[src/rtl/mem_word_bridge_if.sv]
// Bundle of the core's instruction/data word ports and the 64-bit pmem port.
// The bridge uses the slave modport; the core/pmem side uses master.
interface mem_word_bridge_if;
    logic        instr_read;
    logic [31:0] instr_mem_address;
    logic        instr_mem_resp;
    logic [31:0] instr_mem_rdata;

    logic        data_read;
    logic        data_write;
    logic [3:0]  data_mbe;
    logic [31:0] data_mem_address;
    logic [31:0] data_mem_wdata;
    logic        data_mem_resp;
    logic [31:0] data_mem_rdata;

    logic        pmem_read;
    logic        pmem_write;
    logic [31:0] pmem_address;
    logic [63:0] pmem_wdata;
    logic        pmem_resp;
    logic [63:0] pmem_rdata;

    modport slave (
        input  instr_read, instr_mem_address,
        input  data_read, data_write, data_mbe, data_mem_address, data_mem_wdata,
        input  pmem_resp, pmem_rdata,
        output instr_mem_resp, instr_mem_rdata,
        output data_mem_resp, data_mem_rdata,
        output pmem_read, pmem_write, pmem_address, pmem_wdata
    );

    modport master (
        output instr_read, instr_mem_address,
        output data_read, data_write, data_mbe, data_mem_address, data_mem_wdata,
        output pmem_resp, pmem_rdata,
        input  instr_mem_resp, instr_mem_rdata,
        input  data_mem_resp, data_mem_rdata,
        input  pmem_read, pmem_write, pmem_address, pmem_wdata
    );
endinterface

[src/rtl/mem_word_bridge.sv]
// Arbitrates instruction/data word requests onto a 64-bit pmem port; stores
// are done as a read-modify-write of the containing beat.
module mem_word_bridge (
    input  logic             clk,
    input  logic             rst,
    mem_word_bridge_if.slave bus
);
    typedef enum logic [2:0] {IDLE, I_RD, D_RD, D_RMW_RD, D_RMW_WR, RESP} state_t;

    state_t      state, state_d;
    logic        last_data, last_data_d;
    logic        grant_data, grant_data_d;
    logic        half_hi, half_hi_d;
    logic [31:0] wdata_q, wdata_d;
    logic [3:0]  mbe_q, mbe_d;

    logic        pmem_read_q, pmem_read_d;
    logic        pmem_write_q, pmem_write_d;
    logic [31:0] pmem_address_q, pmem_address_d;
    logic [63:0] pmem_wdata_q, pmem_wdata_d;
    logic        instr_resp_q, instr_resp_d;
    logic        data_resp_q, data_resp_d;
    logic [31:0] instr_rdata_q, instr_rdata_d;
    logic [31:0] data_rdata_q, data_rdata_d;

    logic        instr_req, data_req, take_data;
    logic [31:0] rd_word;
    logic        unused_addr_bits;

    assign unused_addr_bits = ^{bus.instr_mem_address[1:0], bus.data_mem_address[1:0]};

    function automatic logic [31:0] merge_word(input logic [31:0] old_w,
                                               input logic [31:0] new_w,
                                               input logic [3:0]  be);
        logic [31:0] w;
        w = old_w;
        for (int i = 0; i < 4; i++)
            if (be[i]) w[8*i +: 8] = new_w[8*i +: 8];
        return w;
    endfunction

    function automatic logic [63:0] merge_beat(input logic [63:0] beat,
                                               input logic [31:0] new_w,
                                               input logic [3:0]  be,
                                               input logic        hi);
        logic [63:0] b;
        b = beat;
        if (hi) b[63:32] = merge_word(beat[63:32], new_w, be);
        else    b[31:0]  = merge_word(beat[31:0],  new_w, be);
        return b;
    endfunction

    assign instr_req = bus.instr_read;
    assign data_req  = bus.data_read | bus.data_write;
    // On a tie the port that was not served last wins.
    assign take_data = data_req && (!instr_req || !last_data);
    assign rd_word   = half_hi ? bus.pmem_rdata[63:32] : bus.pmem_rdata[31:0];

    always_comb begin
        state_d        = state;
        last_data_d    = last_data;
        grant_data_d   = grant_data;
        half_hi_d      = half_hi;
        wdata_d        = wdata_q;
        mbe_d          = mbe_q;
        pmem_read_d    = pmem_read_q;
        pmem_write_d   = pmem_write_q;
        pmem_address_d = pmem_address_q;
        pmem_wdata_d   = pmem_wdata_q;
        instr_resp_d   = 1'b0;
        data_resp_d    = 1'b0;
        instr_rdata_d  = instr_rdata_q;
        data_rdata_d   = data_rdata_q;

        case (state)
            IDLE: begin
                if (take_data) begin
                    grant_data_d   = 1'b1;
                    half_hi_d      = bus.data_mem_address[2];
                    wdata_d        = bus.data_mem_wdata;
                    mbe_d          = bus.data_mbe;
                    pmem_address_d = {bus.data_mem_address[31:3], 3'b000};
                    pmem_read_d    = 1'b1;
                    state_d        = bus.data_write ? D_RMW_RD : D_RD;
                end else if (instr_req) begin
                    grant_data_d   = 1'b0;
                    half_hi_d      = bus.instr_mem_address[2];
                    pmem_address_d = {bus.instr_mem_address[31:3], 3'b000};
                    pmem_read_d    = 1'b1;
                    state_d        = I_RD;
                end
            end
            I_RD, D_RD: begin
                if (bus.pmem_resp) begin
                    pmem_read_d = 1'b0;
                    state_d     = RESP;
                    if (state == D_RD) begin
                        data_resp_d  = 1'b1;
                        data_rdata_d = rd_word;
                    end else begin
                        instr_resp_d  = 1'b1;
                        instr_rdata_d = rd_word;
                    end
                end
            end
            D_RMW_RD: begin
                if (bus.pmem_resp) begin
                    pmem_read_d  = 1'b0;
                    pmem_write_d = 1'b1;
                    pmem_wdata_d = merge_beat(bus.pmem_rdata, wdata_q, mbe_q, half_hi);
                    state_d      = D_RMW_WR;
                end
            end
            D_RMW_WR: begin
                if (bus.pmem_resp) begin
                    pmem_write_d = 1'b0;
                    data_resp_d  = 1'b1;
                    data_rdata_d = half_hi ? pmem_wdata_q[63:32] : pmem_wdata_q[31:0];
                    state_d      = RESP;
                end
            end
            RESP: begin
                last_data_d = grant_data;
                state_d     = IDLE;
            end
            default: state_d = IDLE;
        endcase
    end

    always_ff @(posedge clk) begin
        if (rst) begin
            state          <= IDLE;
            last_data      <= 1'b0;
            pmem_read_q    <= 1'b0;
            pmem_write_q   <= 1'b0;
            pmem_address_q <= '0;
            pmem_wdata_q   <= '0;
            instr_resp_q   <= 1'b0;
            data_resp_q    <= 1'b0;
            instr_rdata_q  <= '0;
            data_rdata_q   <= '0;
        end else begin
            state          <= state_d;
            last_data      <= last_data_d;
            pmem_read_q    <= pmem_read_d;
            pmem_write_q   <= pmem_write_d;
            pmem_address_q <= pmem_address_d;
            pmem_wdata_q   <= pmem_wdata_d;
            instr_resp_q   <= instr_resp_d;
            data_resp_q    <= data_resp_d;
            instr_rdata_q  <= instr_rdata_d;
            data_rdata_q   <= data_rdata_d;
        end
    end

    // Request context is only read after IDLE has loaded it, so it needs no reset.
    always_ff @(posedge clk) begin
        grant_data <= grant_data_d;
        half_hi    <= half_hi_d;
        wdata_q    <= wdata_d;
        mbe_q      <= mbe_d;
    end

    assign bus.pmem_read       = pmem_read_q;
    assign bus.pmem_write      = pmem_write_q;
    assign bus.pmem_address    = pmem_address_q;
    assign bus.pmem_wdata      = pmem_wdata_q;
    assign bus.instr_mem_resp  = instr_resp_q;
    assign bus.instr_mem_rdata = instr_rdata_q;
    assign bus.data_mem_resp   = data_resp_q;
    assign bus.data_mem_rdata  = data_rdata_q;
endmodule
[src/flat_wrapper.sv]
// flat-port wrapper written by rule: the top's interface ports become plain ports
module mem_word_bridge_flat 
  (clk, rst, bus_instr_read, bus_instr_mem_address, bus_data_read, bus_data_write, bus_data_mbe, bus_data_mem_address, bus_data_mem_wdata, bus_pmem_resp, bus_pmem_rdata, bus_instr_mem_resp, bus_instr_mem_rdata, bus_data_mem_resp, bus_data_mem_rdata, bus_pmem_read, bus_pmem_write, bus_pmem_address, bus_pmem_wdata);
  mem_word_bridge_if bus_i ();
  input  logic clk;
  input  logic rst;
  input wire logic [$bits(bus_i.instr_read)-1:0] bus_instr_read;
  input wire logic [$bits(bus_i.instr_mem_address)-1:0] bus_instr_mem_address;
  input wire logic [$bits(bus_i.data_read)-1:0] bus_data_read;
  input wire logic [$bits(bus_i.data_write)-1:0] bus_data_write;
  input wire logic [$bits(bus_i.data_mbe)-1:0] bus_data_mbe;
  input wire logic [$bits(bus_i.data_mem_address)-1:0] bus_data_mem_address;
  input wire logic [$bits(bus_i.data_mem_wdata)-1:0] bus_data_mem_wdata;
  input wire logic [$bits(bus_i.pmem_resp)-1:0] bus_pmem_resp;
  input wire logic [$bits(bus_i.pmem_rdata)-1:0] bus_pmem_rdata;
  output wire logic [$bits(bus_i.instr_mem_resp)-1:0] bus_instr_mem_resp;
  output wire logic [$bits(bus_i.instr_mem_rdata)-1:0] bus_instr_mem_rdata;
  output wire logic [$bits(bus_i.data_mem_resp)-1:0] bus_data_mem_resp;
  output wire logic [$bits(bus_i.data_mem_rdata)-1:0] bus_data_mem_rdata;
  output wire logic [$bits(bus_i.pmem_read)-1:0] bus_pmem_read;
  output wire logic [$bits(bus_i.pmem_write)-1:0] bus_pmem_write;
  output wire logic [$bits(bus_i.pmem_address)-1:0] bus_pmem_address;
  output wire logic [$bits(bus_i.pmem_wdata)-1:0] bus_pmem_wdata;
  assign bus_i.instr_read = bus_instr_read;
  assign bus_i.instr_mem_address = bus_instr_mem_address;
  assign bus_i.data_read = bus_data_read;
  assign bus_i.data_write = bus_data_write;
  assign bus_i.data_mbe = bus_data_mbe;
  assign bus_i.data_mem_address = bus_data_mem_address;
  assign bus_i.data_mem_wdata = bus_data_mem_wdata;
  assign bus_i.pmem_resp = bus_pmem_resp;
  assign bus_i.pmem_rdata = bus_pmem_rdata;
  assign bus_instr_mem_resp = bus_i.instr_mem_resp;
  assign bus_instr_mem_rdata = bus_i.instr_mem_rdata;
  assign bus_data_mem_resp = bus_i.data_mem_resp;
  assign bus_data_mem_rdata = bus_i.data_mem_rdata;
  assign bus_pmem_read = bus_i.pmem_read;
  assign bus_pmem_write = bus_i.pmem_write;
  assign bus_pmem_address = bus_i.pmem_address;
  assign bus_pmem_wdata = bus_i.pmem_wdata;
  mem_word_bridge u_core (.clk(clk), .rst(rst), .bus(bus_i));
endmodule
[config.mk]
export PLATFORM = sky130hd
export DESIGN_NAME = mem_word_bridge_flat
export DESIGN_NICKNAME = d
export VERILOG_FILES = /design/src/rtl/mem_word_bridge_if.sv /design/src/rtl/mem_word_bridge.sv /design/src/flat_wrapper.sv
export SDC_FILE = /design/constraint.sdc
export NUM_CORES = 1
export LEC_CHECK = 0
export BUFFER_PORTS_ARGS = -buffer_cell sky130_fd_sc_hd__buf_2
export CAP_MARGIN = 40
export CORE_ASPECT_RATIO = 0.7
export CORE_UTILIZATION = 54
export DETAILED_ROUTE_END_ITERATION = 10
export HOLD_SLACK_MARGIN = 0.12
export PLACE_DENSITY = 0.91
export SKIP_LAST_GASP = 1
export SLEW_MARGIN = 0
export SYNTH_ARGS = -nofsm -noshare
export SYNTH_HDL_FRONTEND = slang
export SYNTH_SLANG_ARGS = --single-unit
[constraint.sdc]
create_clock -name clk -period 3.8 [get_ports clk]
set_clock_uncertainty 0.05 [all_clocks]
set_input_delay 0 -clock clk [delete_from_list [all_inputs] [get_ports clk]]
set_output_delay 0 -clock clk [all_outputs]
set_load 0.01 [all_outputs]
==> run summary <==
======================================================================================
Launching element type of the critical path                                       flop
Critical Path Sink Type                                                           flop
Critical path required time                                                    4.12 ns
DRT Wirelength                                                                32900 um
Period minus WS final                                                          2.56 ns
Hold Path Depth                                                                      2
Number of distinct standard cells referenced by the synthesized netlist             40
Number of filler instances in the final layout                                     909
Delay of the slowest critical-path stage                                       0.82 ns
Reg area                                                                   0.00444 mm2
Sequential cell area fraction in the yosys report                                48.9%
Net count, final                                                                  1435
Clock insertion delay at the later pin of the skew report                      0.49 ns
Setup repair after global routing missed its margin                              false
Number of vias after detailed routing                                             9136
Cell internal power dissipation                                                5.20 mW
Part of the total power dissipated in the clock network                          24.8%
Initial core utilization                                                         55.4%
Overflow left after global routing                                                   0
Count of state elements after synthesis                                            203
Clock tree root buffer cell                                               sky130_fd_sc_hd__clkbuf_16
Die span in y                                                                   111 um
Post-CTS Hold Fix Bufs                                                             174
PortBufs                                                                           326
Number of hold-slack violations in the final timing report                           0
Final worst path period share                                                    67.4%
Mapped cell area                                                           0.00908 mm2
Die area                                                                    0.0174 mm2
Quantity of gates resized following cts                                              0
Via count of the first global-routing pass                                        9542
Worst-path clk slew                                                            0.07 ns
Routed length per placed instance                                              21.9 um
Worst reg-to-reg setup slack                                                   1.24 ns
Class of the tightest hold or removal check                               input pin to flop
Type of the setup path with the least slack                               flop to flop
Number of top-level design ports                                                   334
Power density normalized to cell area                                       621 mW/mm2
Min-delay src                                                             bus_data_mbe[1]
1st-pass router iterations                                                           7
Most instantiated flip-flop cell in the synthesis netlist                 sky130_fd_sc_hd__dfxtp_1
Chain of cells forming the critical path                                  buf_4 > nand2_1 > nand2_1 > a311oi_1 > dlygate4sd3_1
Critical Path Most Common Cell                                            sky130_fd_sc_hd__nand2_1
GR Util All Layers                                                               37.5%
Routability congestion estimate from global placement                            0.824
Inserted Clock Buffers                                                              21
MaxCap Viol Count                                                                    0
Routed Antenna Nets                                                                  0
P_leak                                                                         5.84 nW
Crit Path Max Fanout                                                                16
Share of power burned in combinational logic                                     36.8%
Hold Path Sink                                                            u_core.mbe_q[1]
Gate count after technology mapping                                                807
Mean post-synth cell area                                                     11.3 um2
Logic depth of the worst register-to-register path                                   5
CTS tree                                                                           yes
Maximum number of pins on one net before global-route repair                        88
Number of buffers and inverters on the critical path                                 2
Global-route wire length before repair                                        50800 um
Iteration-0 DRC count of the detailed router                                       888
Worst flop-to-flop path endpoint                                          u_core.bus.pmem_wdata[38]
Ys async rst share                                                                  0%
Fraction of layout instances using a drive strength above 1                      34.4%
Max clock buf depth                                                                  3
Vias per Instance                                                                 6.06
Status                                                                       completed
Core region area                                                            0.0164 mm2
Switching part of the total power                                                36.5%
Sequential group share of total power                                            38.4%
H-Tree Depth                                                                         1
Power dissipated by switching net loads                                        2.99 mW
Signed area change from the synthesized netlist to the final layout              45.1%
Setup fix buffers added after clock tree synthesis                                   0
Area of the multi-input gates                                              0.00419 mm2
Final count of negative-setup-slack endpoints                                        0
Number of antenna violations at the first check in global routing                    2
Library cell contributing the largest single delay on the critical path   sky130_fd_sc_hd__edfxtp_1
Final TNS setup                                                                   0 ns
Max-slew headroom                                                                42.0%
Worst vdd ir                                                                  0.411 mV
Detailed-placement wirelength estimate                                        17600 um
Number of pins with negative max-slew slack in the final report                      0
Fmax                                                                           390 MHz
DIE WIDTH                                                                       157 um
Launch point of the worst reg-to-reg path                                 u_core.half_hi
Actual transition at the worst max-transition pin                             0.870 ns
Core occupancy in the finished layout                                            80.4%
Count of synthesis-stage warnings from yosys                                         0
Sinks on Clock Net                                                                 203
Remaining DRCs                                                                       0
Arrival time at the worst endpoint                                             2.89 ns
Number of flops mapped to enable cells by yosys                                     38
Floorplan row count                                                                 39
Cell family with the largest share of critical-path delay                 buffers and inverters
======================================================================================
## sequential cells by signal, summed over array words and instances, names as in the netlist
signal	flops
u_core.bus.data_mem_rdata	32
u_core.bus.data_mem_resp	1
u_core.bus.instr_mem_rdata	32
u_core.bus.instr_mem_resp	1
u_core.bus.pmem_address	29
u_core.bus.pmem_read	1
u_core.bus.pmem_wdata	64
u_core.bus.pmem_write	1
u_core.grant_data	1
u_core.half_hi	1
u_core.last_data	1
u_core.mbe_q	4
u_core.state	3
u_core.wdata_q	32
## kinds of logic after synthesis
group           count (synthesis)  share of synthesized area [%]
compound gates                168                           16.2
xor+xnor                        1                         0.0964
buf+inv                        84                           5.37
flops                         203                           48.9
mux                           128                           18.9
other cells                     1                         0.0413
simple gates                  222                           10.5
## Yosys cell counts (2+ instances only)
| cell | instances | share of area (%) |
|---|---|---|
| sky130_fd_sc_hd__a211oi_1 | 64 | 5.3 |
| sky130_fd_sc_hd__buf_4 | 19 | 1.6 |
| sky130_fd_sc_hd__mux4_1 | 8 | 2.3 |
| sky130_fd_sc_hd__nor2b_1 | 2 | 0.14 |
| sky130_fd_sc_hd__a311oi_1 | 32 | 3.1 |
| sky130_fd_sc_hd__inv_1 | 3 | 0.12 |
| sky130_fd_sc_hd__buf_6 | 8 | 0.99 |
| sky130_fd_sc_hd__nand2b_1 | 5 | 0.34 |
| sky130_fd_sc_hd__dfxtp_1 | 165 | 36 |
| sky130_fd_sc_hd__mux2i_1 | 95 | 10 |
| sky130_fd_sc_hd__a211oi_2 | 29 | 4.0 |
| sky130_fd_sc_hd__mux4_2 | 24 | 6.0 |
| sky130_fd_sc_hd__a22o_1 | 32 | 3.1 |
| sky130_fd_sc_hd__nor2_1 | 130 | 5.4 |
| sky130_fd_sc_hd__edfxtp_1 | 38 | 13 |
| sky130_fd_sc_hd__nand3_1 | 33 | 1.8 |
| sky130_fd_sc_hd__nor3_1 | 3 | 0.17 |
| sky130_fd_sc_hd__a21oi_1 | 5 | 0.28 |
| sky130_fd_sc_hd__nand2_1 | 37 | 1.5 |
| sky130_fd_sc_hd__buf_1 | 2 | 0.083 |
| sky130_fd_sc_hd__o21ai_0 | 3 | 0.17 |
| sky130_fd_sc_hd__buf_2 | 33 | 1.8 |
| sky130_fd_sc_hd__clkbuf_1 | 19 | 0.79 |
| sky130_fd_sc_hd__nor2_4 | 2 | 0.25 |
## metrics by stage
step           worst slack, ns  instances  total power [mW]  hold slack (ns)  instance area, um2
3_3_place_gp              1.48       1289              5.64            0.126               10700
6_report                  1.24       1507              8.19            0.171               13200
2_1_floorplan             1.48        809              4.99           0.0489                9090
4_1_cts                   1.30       1504              7.97            0.151               13200
3_5_place_dp              1.45       1293              5.81            0.128               10800
5_1_grt                   1.14       1506              8.50            0.164               13200
## routing by layer
metal	share of wire (%)	wire (um)	global-route usage [%]	up-vias
li1	-	-	-	3949
met1	36	11700	41.8	4347
met2	49	16100	64.9	679
met3	9.8	3220	8.95	161
met4	5.7	1890	22.3	0
met5	0	0	0	-
## layout make-up
cell class,count,area share [%]
antenna,3,0.0570
clock buffer,30,4.78
clock inverter,7,0.275
inverter,3,0.0854
multi-input combinational,522,31.8
sequential,203,33.7
tap,225,2.14
timing repair buffer,514,27.2
## cells in the final DEF, fill, tap and decap left out, drive strengths merged
cell,Yosys,final
inv,3,4
diode,0,3
xnor2,1,1
conb,1,3
a21oi,5,5
o31ai,1,1
nor4,1,1
a211oi,93,93
or2,1,1
nor3b,1,1
nor2b,3,3
o311ai,1,1
nand3,33,33
mux4,32,32
clkinv,0,6
dfxtp,165,165
a311oi,32,32
mux2,1,1
nor2,132,132
nor4b,1,1
o21ai,4,4
or3,1,1
nand2,38,38
buf,62,340
dlygate4sd3,0,174
clkbuf,19,30
mux2i,95,95
nor3,3,3
edfxtp,38,38
nand2b,5,5
and3b,1,1
nand3b,1,1
and3,1,1
a22o,32,32
## power by group through the flow
stage / combinational [mW] / clock, mW / sequential [mW]
global route: 3.20 / 2.12 / 3.18
global placement: 2.54 / 0 / 3.10
CTS: 2.87 / 2.02 / 3.09
finish: 3.02 / 2.03 / 3.14
floorplan: 1.82 / 0 / 3.18
detailed placement: 2.69 / 0 / 3.12
## worst max path at each step
stage                                from                             end  slack [ns]  cells past startpoint
after floorplan           u_core.state[2]                 u_core.mbe_q[0]        1.48                      4
after global placement    u_core.state[2]              u_core.wdata_q[16]        1.48                      3
after detailed placement  u_core.state[2]  u_core.bus.instr_mem_rdata[23]        1.45                      5
after CTS                  u_core.half_hi        u_core.bus.pmem_wdata[1]        1.30                      4
after global routing       u_core.half_hi       u_core.bus.pmem_wdata[38]        1.14                      5
final                      u_core.half_hi       u_core.bus.pmem_wdata[38]        1.24                      5
Power figures use the tool's default switching activity.
